## config.mk

```make
export PLATFORM = sky130hd
export DESIGN_NAME = cmsdk_ahb_async_bridge_arbiter
export DESIGN_NICKNAME = d
export VERILOG_FILES = /design/src/rtl/cmsdk_ahb_async_bridge_arbiter.sv
export SDC_FILE = /design/constraint.sdc
export NUM_CORES = 1
export LEC_CHECK = 0
export BUFFER_PORTS_ARGS = -buffer_cell sky130_fd_sc_hd__buf_4
export CAP_MARGIN = 25
export CELL_PAD_IN_SITES_DETAIL_PLACEMENT = 1
export CELL_PAD_IN_SITES_GLOBAL_PLACEMENT = 2
export CORE_MARGIN = 5
export CORE_UTILIZATION = 29
export CTS_CLUSTER_DIAMETER = 40
export CTS_CLUSTER_SIZE = 40
export DETAILED_ROUTE_END_ITERATION = 7
export GPL_TIMING_DRIVEN = 0
export PLACE_DENSITY = 0.83
export SKIP_LAST_GASP = 1
export SLEW_MARGIN = 15
export SYNTH_ARGS = -nofsm -noshare
export SYNTH_HDL_FRONTEND = slang
export SYNTH_SLANG_ARGS = --single-unit
```

## constraint.sdc

```tcl
create_clock -name HCLKS -period 4.9 [get_ports HCLKS]
set_clock_uncertainty 0.05 [all_clocks]
set_input_delay 0.245 -clock HCLKS [delete_from_list [all_inputs] [get_ports HCLKS]]
set_output_delay 0.245 -clock HCLKS [all_outputs]
set_load 0.01 [all_outputs]
```

## src/rtl/cmsdk_ahb_async_bridge_arbiter.sv

```systemverilog
// Two-master AHB-Lite arbiter in front of the async bridge slave port.
// Losing address phases are parked in per-port pending registers; bursts are issued as single NONSEQ transfers.
module cmsdk_ahb_async_bridge_arbiter #(
  parameter int ADDR_WIDTH = 32,
  parameter int DATA_WIDTH = 32,
  parameter bit FIXED_PRIO = 1'b0
) (
  input  logic                  HCLKS,
  input  logic                  HRESETS,
  input  logic [1:0]            HTRANS0,
  input  logic [ADDR_WIDTH-1:0] HADDR0,
  input  logic                  HWRITE0,
  input  logic [2:0]            HSIZE0,
  input  logic [3:0]            HPROT0,
  input  logic [DATA_WIDTH-1:0] HWDATA0,
  output logic                  HREADYOUT0,
  output logic                  HRESP0,
  input  logic [1:0]            HTRANS1,
  input  logic [ADDR_WIDTH-1:0] HADDR1,
  input  logic                  HWRITE1,
  input  logic [2:0]            HSIZE1,
  input  logic [3:0]            HPROT1,
  input  logic [DATA_WIDTH-1:0] HWDATA1,
  output logic                  HREADYOUT1,
  output logic                  HRESP1,
  output logic [DATA_WIDTH-1:0] HRDATA,
  output logic [1:0]            HTRANSM,
  output logic [ADDR_WIDTH-1:0] HADDRM,
  output logic                  HWRITEM,
  output logic [2:0]            HSIZEM,
  output logic [3:0]            HPROTM,
  output logic [DATA_WIDTH-1:0] HWDATAM,
  output logic                  HMASTERM,
  input  logic                  HREADYOUTM,
  input  logic                  HRESPM,
  input  logic [DATA_WIDTH-1:0] HRDATAM
);

  logic                  pend0, pend1;
  logic [ADDR_WIDTH-1:0] pend_addr0, pend_addr1;
  logic                  pend_write0, pend_write1;
  logic [2:0]            pend_size0, pend_size1;
  logic [3:0]            pend_prot0, pend_prot1;

  logic                  dvalid, downer, last_grant;

  logic [ADDR_WIDTH-1:0] addr_q;
  logic                  write_q, master_q;
  logic [2:0]            size_q;
  logic [3:0]            prot_q;

  logic ready0, ready1, resp0, resp1;
  logic live0, live1, req0, req1;
  logic both, winner, grant, grant0, grant1;

  logic [ADDR_WIDTH-1:0] sel_addr;
  logic                  sel_write;
  logic [2:0]            sel_size;
  logic [3:0]            sel_prot;

  // Only HTRANS[1] matters: IDLE and BUSY are never forwarded.
  logic unused_trans;
  assign unused_trans = HTRANS0[0] ^ HTRANS1[0];

  always_comb begin
    ready0 = 1'b1;
    resp0  = 1'b0;
    if (dvalid && !downer) begin
      ready0 = HREADYOUTM;
      resp0  = HRESPM;
    end else if (pend0) begin
      ready0 = 1'b0;
    end
  end

  always_comb begin
    ready1 = 1'b1;
    resp1  = 1'b0;
    if (dvalid && downer) begin
      ready1 = HREADYOUTM;
      resp1  = HRESPM;
    end else if (pend1) begin
      ready1 = 1'b0;
    end
  end

  assign live0 = HTRANS0[1] & ready0 & ~pend0;
  assign live1 = HTRANS1[1] & ready1 & ~pend1;
  assign req0  = live0 | pend0;
  assign req1  = live1 | pend1;
  assign both  = req0 & req1;

  // Round-robin hands a tie to the port that did not win last time.
  assign winner = both ? (FIXED_PRIO ? 1'b0 : ~last_grant) : req1;
  assign grant  = HREADYOUTM & (req0 | req1) & ~HRESETS;
  assign grant0 = grant & ~winner;
  assign grant1 = grant & winner;

  always_comb begin
    if (winner) begin
      sel_addr  = pend1 ? pend_addr1  : HADDR1;
      sel_write = pend1 ? pend_write1 : HWRITE1;
      sel_size  = pend1 ? pend_size1  : HSIZE1;
      sel_prot  = pend1 ? pend_prot1  : HPROT1;
    end else begin
      sel_addr  = pend0 ? pend_addr0  : HADDR0;
      sel_write = pend0 ? pend_write0 : HWRITE0;
      sel_size  = pend0 ? pend_size0  : HSIZE0;
      sel_prot  = pend0 ? pend_prot0  : HPROT0;
    end
  end

  always_ff @(posedge HCLKS or posedge HRESETS) begin
    if (HRESETS) begin
      pend0       <= 1'b0;
      pend1       <= 1'b0;
      pend_addr0  <= '0;
      pend_addr1  <= '0;
      pend_write0 <= 1'b0;
      pend_write1 <= 1'b0;
      pend_size0  <= '0;
      pend_size1  <= '0;
      pend_prot0  <= '0;
      pend_prot1  <= '0;
      dvalid      <= 1'b0;
      downer      <= 1'b0;
      last_grant  <= 1'b1;
      addr_q      <= '0;
      write_q     <= 1'b0;
      size_q      <= '0;
      prot_q      <= '0;
      master_q    <= 1'b0;
    end else begin
      if (grant0) begin
        pend0 <= 1'b0;
      end else if (live0) begin
        pend0       <= 1'b1;
        pend_addr0  <= HADDR0;
        pend_write0 <= HWRITE0;
        pend_size0  <= HSIZE0;
        pend_prot0  <= HPROT0;
      end

      if (grant1) begin
        pend1 <= 1'b0;
      end else if (live1) begin
        pend1       <= 1'b1;
        pend_addr1  <= HADDR1;
        pend_write1 <= HWRITE1;
        pend_size1  <= HSIZE1;
        pend_prot1  <= HPROT1;
      end

      if (grant) begin
        last_grant <= winner;
        addr_q     <= sel_addr;
        write_q    <= sel_write;
        size_q     <= sel_size;
        prot_q     <= sel_prot;
        master_q   <= winner;
      end

      if (HREADYOUTM) begin
        dvalid <= grant;
        downer <= winner;
      end
    end
  end

  assign HTRANSM  = grant ? 2'b10 : 2'b00;
  assign HADDRM   = grant ? sel_addr  : addr_q;
  assign HWRITEM  = grant ? sel_write : write_q;
  assign HSIZEM   = grant ? sel_size  : size_q;
  assign HPROTM   = grant ? sel_prot  : prot_q;
  assign HMASTERM = grant ? winner    : master_q;

  assign HWDATAM    = downer ? HWDATA1 : HWDATA0;
  assign HRDATA     = HRDATAM;
  assign HREADYOUT0 = ready0;
  assign HREADYOUT1 = ready1;
  assign HRESP0     = resp0;
  assign HRESP1     = resp1;

endmodule

```

==> results_tabular.tex, run 1 <==
\begin{tabular}{lr}
\hline
Metric & Value \\
\hline
\multicolumn{2}{l}{\textbf{Run status}} \\
Outcome & finished clean \\
\multicolumn{2}{l}{\textbf{Synth}} \\
Largest cells by area after synthesis & dfrtp\_1 49\%, mux2\_2 19\%, mux2i\_1 6.2\%, buf\_4 4.0\%, o21ai\_0 3.3\% \\
Fraction of registers with async set/reset & 100.0\% \\
Synth Flop Type & dfrtp\_1 \\
Post-synth net total & 730 \\
Avg Inst Size Synth & 11.81 um2 \\
Fraction of synthesized cell area taken by the top area cell type & 48.52\% \\
Cell type with the largest total area after synthesis & dfrtp\_1 \\
Post-synthesis register bit count & 126 \\
Post-synthesis sequential area ratio & 48.92\% \\
Synth Warn \# & 0 \\
Post-Syn Area & 0.006447 mm2 \\
Cells after Synth & 546 \\
Number of flops mapped to enable cells by yosys & 0 \\
Count of cell types in the netlist & 37 \\
\multicolumn{2}{l}{\textbf{Clocking}} \\
Resized Gates After CTS & 0 \\
Total CTS buffers & 17 \\
Clock insertion delay at the later pin of the skew report & 0.42 ns \\
Clk pin slew, worst setup/hold paths & 0.07 ns \\
Clk sink count & 126 \\
Cell at the root of the clock tree & clkbuf\_16 \\
Buffers from clock root to sink, at most & 2 \\
Depth of the CTS H-tree & 4 \\
CTS tree & built \\
\multicolumn{2}{l}{\textbf{Die}} \\
Number of core rows & 54 \\
Area of the core & 0.02189 mm2 \\
Full die area & 0.02531 mm2 \\
Die H & 159.1 um \\
Initial standard-cell utilization of the core & 29.45\% \\
Chip width & 159.1 um \\
Num ports & 295 \\
\multicolumn{2}{l}{\textbf{Timing}} \\
Setup Viol. Count Final & 0 \\
Max-slew headroom & 45.05\% \\
Crit share post-route & 64.97\% \\
Fin Setup TNS & 0 ns \\
Final Critical Period & 3.184 ns \\
Pin slew with the least headroom to its limit & 0.8243 ns \\
Hold slack & 0.01467 ns \\
Final-report max-slew violation count & 0 \\
Final Hold Viols & 0 \\
Unrepaired setup endpoints after global routing & no \\
Fmax & 314.1 MHz \\
\multicolumn{2}{l}{\textbf{Power and ir drop}} \\
Leakage dissipation & 4.544 nW \\
Total power & 4.810 mW \\
Worst supply voltage drop on vdd & 0.2633 mV \\
Power density over the cells & 504.9 mW/mm2 \\
\multicolumn{2}{l}{\textbf{Detailed routing}} \\
Detailed Route WL & 21.78 mm \\
First-pass detailed-route iteration total & 5 \\
Number of routed nets with antenna violations & 0 \\
DRC viols & 0 \\
WL/cell & 19.16 um \\
Routed via count & 5485 \\
Starting DRC count in detailed routing & 178 \\
Detail-routed via count per cell & 4.824 \\
\multicolumn{2}{l}{\textbf{Final layout}} \\
Sequential Area & 0.003154 mm2 \\
Fill cell count & 2419 \\
Area of the multi-input gates & 0.002831 mm2 \\
Non-filler instance count after layout & 1137 \\
Fraction of layout cells with a size suffix above 1 & 53.33\% \\
Utilization of the core after routing & 43.51\% \\
Number of nets in the finished design & 1028 \\
Synthesis-to-layout area growth & 47.74\% \\
Antenna diode instance count & 0 \\
\multicolumn{2}{l}{\textbf{Worst setup path}} \\
Required @ worst endpoint & 4.61 ns \\
Depth of the worst register-to-register path & 5 \\
Crit path DAT & 2.89 ns \\
Worst-path fanout max & 77 \\
Setup crit end kind & output port \\
WS Path Type & input pin to output port \\
CP Launch Type & input pin \\
\multicolumn{2}{l}{\textbf{Placement}} \\
Count of input and output buffers & 259 \\
HPWL Detailed & 16.74 mm \\
Placed cells & 1086 \\
GPL Wtd Cong & 0.7330 \\
\multicolumn{2}{l}{\textbf{Worst hold path}} \\
Class of the worst hold path & input pin to flop \\
Min-Delay Path Depth & 2 \\
\multicolumn{2}{l}{\textbf{Job}} \\
Maximum Capacitance Violations & 0 \\
\multicolumn{2}{l}{\textbf{Global routing}} \\
Largest net degree at the start of global routing & 78 \\
Antenna violations before repair & 0 \\
Number of global-route vias before repair & 6113 \\
Combined global-route utilization of all metal layers & 17.15\% \\
Total congestion overflow after global routing & 0 \\
First-pass GRT wire length & 34.93 mm \\
\hline
\end{tabular}
final cells by class:
type / instances / share of cell area (%)
repair buffers: 279 / 22.70
clock buffers: 19 / 4.755
clock inverters: 13 / 1.103
inverters: 4 / 0.2627
multi-input cells: 340 / 29.73
well taps: 280 / 3.678
flip-flops and latches: 126 / 33.11
plain buffers: 76 / 4.663
power by group:
part | switching (mW) | internal (mW)
clock | 0.506 | 0.683
sequential | 0.208 | 1.54
combinational | 0.852 | 1.02
sequential cells by signal (all words and copies together), names as in the netlist:
| name | flops |
|---|---|
| addr_q | 32 |
| downer | 1 |
| dvalid | 1 |
| last_grant | 1 |
| master_q | 1 |
| pend0 | 1 |
| pend1 | 1 |
| pend_addr0 | 32 |
| pend_addr1 | 32 |
| pend_prot0 | 4 |
| pend_prot1 | 4 |
| pend_size0 | 3 |
| pend_size1 | 3 |
| pend_write0 | 1 |
| pend_write1 | 1 |
| prot_q | 4 |
| size_q | 3 |
| write_q | 1 |
kinds of logic (layout without fill, tap and decap cells):
kind of cell,Yosys count,after routing,synth area share (%)
simple gates,73,73,5.143
buf+inv,80,391,7.161
other cells,1,1,0.05816
flops,126,126,48.92
compound gates,114,114,12.94
mux,152,152,25.77
stage by stage:
stage          cell area, um2  setup slack, ns
4_1_cts                  9515            1.588
3_5_place_dp             8777            2.166
5_1_grt                  9525            1.429
3_3_place_gp             8742           -1.570
2_1_floorplan            6447           0.6765
6_report                 9525            1.716
worst paths after layout:
path	startpoint	end	slack (ns)
max reg2reg	pend0	pend_addr0[20]	2.47
min	HADDR1[25]	pend_addr1[25]	0.01
max	HRESETS	HADDRM[30]	1.72
min reg2reg	pend_prot1[2]	pend_prot1[2]	0.44
max in group asynchronous	HRESETS	pend_size0[0]	3.71
min in group asynchronous	HRESETS	pend_addr0[1]	0.39
routing by layer:
metal | part of all wire, % | GRT usage [%] | up-vias
li1 | - | - | 2571
met5 | 0 | 0 | -
met4 | 1.4 | 4.808 | 0
met1 | 42 | 21.03 | 2713
met2 | 50 | 28.89 | 181
met3 | 7.0 | 5.695 | 20
cell usage in the layout (no fill, tap or decap), types with 5 or more instances in the layout:
master           n
dlygate4sd3_1   19
o21ai_0         43
a221o_1         18
mux2i_1         40
clkbuf_1        23
buf_4          293
o221ai_1        22
mux2_2         107
mux2_1           5
nor2_1          21
buf_2           11
nand2_1         38
clkbuf_16       17
a22oi_1         22
dfrtp_1        125
Yosys cell counts, types with 2 or more instances:
cell / instances
o221ai_1: 22
o21ai_0: 43
inv_1: 3
clkbuf_2: 2
clkbuf_1: 23
nor2b_1: 2
buf_2: 11
mux2_2: 107
buf_4: 34
mux2i_1: 40
a2bb2oi_2: 2
buf_1: 4
a221o_1: 18
dfrtp_1: 125
buf_6: 2
a21oi_1: 3
mux2_1: 5
a22oi_1: 22
nor2_1: 21
and3_1: 3
nand2_1: 38
critical path, stage by stage:
cell	delay, ns
dlygate4sd3_1	0.56
buf_4	0.17
inv_8	0.28
buf_16	0.35
nand4b_1	0.29
clkbuf_1	0.36
o221ai_1	0.39
buf_4	0.20
timing repair:
item / in CTS / in global routing
endpoints found under the hold margin: 67 / 1
setup buffers: 0 / 0
hold buffers: 18 / 1
No activity file was read; power rests on OpenSTA's default activity.
==> inputs of run 2 (changes only) <==
CORE_UTILIZATION = 26   (was 29)
PLACE_DENSITY = 0.78   (was 0.83)
clock period = 2.8 ns   (was 4.9 ns; I/O delays follow)
==> run 2 against run 1 <==
Net effect: setup slack got worse by 1.6 ns; critical endpoint is now HMASTERM; critical path depth down 1; global-route usage increased by 0.82 points; die area rose by 11%; sequential cell count stayed put; via count up 5.9%; critical path type is now flop to output port; largest cell class is now non-clock buffers; highest routed layer unchanged; final area up 10%; combinational power up 84%; count of clock-buffer cells in the layout unchanged; sequential power rose by 76%; worst hold slack gained 0.084 ns.
==> results_tabular.tex, run 2 (synthesis gave the netlist of run 1 again) <==
\begin{tabular}{lr}
\hline
Metric & Value \\
\hline
\multicolumn{2}{l}{\textbf{Detailed routing}} \\
Routed via count & 5806 (was 5485) \\
Number of routed nets with antenna violations & 0 (unchanged) \\
First-pass detailed-route iteration total & 4 (was 5) \\
DRC viols & 0 (unchanged) \\
Starting DRC count in detailed routing & 138 (was 178) \\
WL/cell & 20.30 um (was 19.16 um) \\
Detail-routed via count per cell & 4.619 (was 4.824) \\
Detailed Route WL & 25.52 mm (was 21.78 mm) \\
\multicolumn{2}{l}{\textbf{Die}} \\
Area of the core & 0.02439 mm2 (was 0.02189 mm2) \\
Full die area & 0.02805 mm2 (was 0.02531 mm2) \\
Initial standard-cell utilization of the core & 26.43\% (was 29.45\%) \\
Number of core rows & 57 (was 54) \\
Die H & 167.5 um (was 159.1 um) \\
Num ports & 295 (unchanged) \\
Chip width & 167.5 um (was 159.1 um) \\
\multicolumn{2}{l}{\textbf{Clocking}} \\
Clk sink count & 126 (unchanged) \\
Depth of the CTS H-tree & 4 (unchanged) \\
Clock insertion delay at the later pin of the skew report & 0.42 ns (about the same) \\
Clk pin slew, worst setup/hold paths & 0.06 ns (was 0.07 ns) \\
Buffers from clock root to sink, at most & 2 (unchanged) \\
CTS tree & built (unchanged) \\
Total CTS buffers & 17 (unchanged) \\
Cell at the root of the clock tree & clkbuf\_16 (unchanged) \\
\multicolumn{2}{l}{\textbf{Worst hold path}} \\
Worst hold path startpoint & HTRANS0[1] (was HADDR1[25]) \\
Class of the worst hold path & input pin to flop (unchanged) \\
\multicolumn{2}{l}{\textbf{Timing}} \\
Setup Viol. Count Final & 0 (unchanged) \\
Final Critical Period & 2.683 ns \\
Final Hold Viols & 0 (unchanged) \\
Final-report max-slew violation count & 0 (unchanged) \\
Crit share post-route & 95.83\% \\
Fin Setup TNS & 0 ns (unchanged) \\
Pin slew with the least headroom to its limit & 0.7669 ns (was 0.8243 ns) \\
Final setup slack of the worst path & 0.1168 ns (was 1.716 ns) \\
Fmax & 372.7 MHz \\
Max-slew headroom & 48.88\% (was 45.05\%) \\
\multicolumn{2}{l}{\textbf{Worst setup path}} \\
Setup crit end kind & output port (unchanged) \\
R2r startpoint & pend1 (was pend0) \\
WS Path Type & flop to output port (was input pin to output port) \\
Worst-path fanout max & 10 (was 77) \\
Required @ worst endpoint & 2.61 ns (was 4.61 ns) \\
CP Launch Type & flop (was input pin) \\
Crit path DAT & 2.49 ns (was 2.89 ns) \\
Critical Path Start & pend0 (was HRESETS) \\
\multicolumn{2}{l}{\textbf{Run status}} \\
Outcome & finished clean (unchanged) \\
\multicolumn{2}{l}{\textbf{Final layout}} \\
Most frequent cells in the layout & 298 x buf\_4, 123 x dfrtp\_1, 107 x mux2\_2 (was 293 x buf\_4, 125 x dfrtp\_1, 107 x mux2\_2) \\
Most common library cell in the layout ignoring fill and taps & buf\_4 (unchanged) \\
Antenna diode instance count & 0 (unchanged) \\
Fraction of layout cells with a size suffix above 1 & 51.45\% (was 53.33\%) \\
Synthesis-to-layout area growth & 63.01\% (was 47.74\%) \\
Fill cell count & 2702 (was 2419) \\
Number of nets in the finished design & 1104 (was 1028) \\
Top Registers & addr\_q (32), pend\_addr0 (32), pend\_addr1 (32) (unchanged) \\
\multicolumn{2}{l}{\textbf{Global routing}} \\
Largest net degree at the start of global routing & 30 (was 78) \\
Antenna violations before repair & 0 (unchanged) \\
Total congestion overflow after global routing & 0 (unchanged) \\
Number of global-route vias before repair & 6579 (was 6113) \\
Combined global-route utilization of all metal layers & 17.96\% (was 17.15\%) \\
First-pass GRT wire length & 39.10 mm (was 34.93 mm) \\
\multicolumn{2}{l}{\textbf{Placement}} \\
HPWL Detailed & 18.76 mm (was 16.74 mm) \\
Pre-CTS setup slack & 0.3335 ns (was 2.166 ns) \\
Count of input and output buffers & 259 (unchanged) \\
GPL Wtd Cong & 0.7973 (was 0.7330) \\
\multicolumn{2}{l}{\textbf{Power and ir drop}} \\
Worst supply voltage drop on vdd & 0.4571 mV (was 0.2633 mV) \\
Leakage dissipation & 4.970 nW (was 4.544 nW) \\
Power density over the cells & 849.7 mW/mm2 (was 504.9 mW/mm2) \\
\multicolumn{2}{l}{\textbf{Job}} \\
Maximum Capacitance Violations & 0 (unchanged) \\
\hline
\end{tabular}
-- run 2: worst paths after layout --
check,end,slack (ns),cells after the start
max in group asynchronous,addr_q[25],1.58,5
worst min register to register,pend_size0[2],0.44,1
worst max-delay path,HMASTERM,0.12,7
worst min-delay path,last_grant,0.1,3
min in group asynchronous,pend_addr1[12],0.31,4
worst max register to register,pend_addr0[16],0.47,6
-- run 2: layout make-up --
type	instances	area (um2)	share of cell area (%)
sequential	126	3157	30.04
timing repair buffer	356	2967	28.23
multi-input combinational	340	2848	27.10
buffer	75	474.2	4.512
clock buffer	19	452.9	4.310
tap	324	405.4	3.857
clock inverter	13	185.2	1.762
inverter	4	21.27	0.2024
-- run 2: per-layer routing --
metal	up-vias	wire [um]	track usage, %
met3	17	1493	4.479
met5	-	0	0
li1	2726	-	-
met2	209	13270	32.54
met4	0	229	4.446
met1	2854	10520	21.33
-- run 2: what timing repair did --
action                                  CTS  global route
gates resized for setup                   6            27
endpoints found under the setup margin   40            40
hold buffers                             85             0
buffers inserted                          1             5
endpoints found under the hold margin   143             0
pin swaps                                 1             3
-- run 2: critical path, cell delays in order (launching register included) --
cell	delay, ns
dfrtp_2	0.44
or4b_4	0.52
a221oi_4	0.37
nand2b_4	0.23
buf_12	0.14
inv_4	0.04
a2bb2oi_2	0.14
buf_4	0.18
-- run 2: stage by stage --
step / utilization (%) / power (mW) / hold WS [ns] / instances / instance area, um2
5_1_grt: 43.09 / 9.483 / 0.1023 / 1257 / 10510
3_5_place_dp: 36.53 / 6.465 / 0.09425 / 1134 / 8911
3_3_place_gp: 36.09 / 6.343 / 0.3201 / 1129 / 8803
6_report: 43.09 / 8.930 / 0.09853 / 1257 / 10510
2_1_floorplan: - / 5.002 / 0.1973 / 546 / 6454
4_1_cts: 42.75 / 9.022 / 0.07453 / 1252 / 10430
-- run 2: where the power goes --
| group | internal (mW) | total [mW] | switching (mW) | leakage (nW) |
|---|---|---|---|---|
| Clock | 1.54 | 2.40 | 0.863 | 0.298 |
| Combinational | 1.88 | 3.44 | 1.57 | 3.17 |
| Sequential | 2.71 | 3.08 | 0.379 | 1.51 |
| Total | 6.12 | 8.93 | 2.81 | 4.97 |
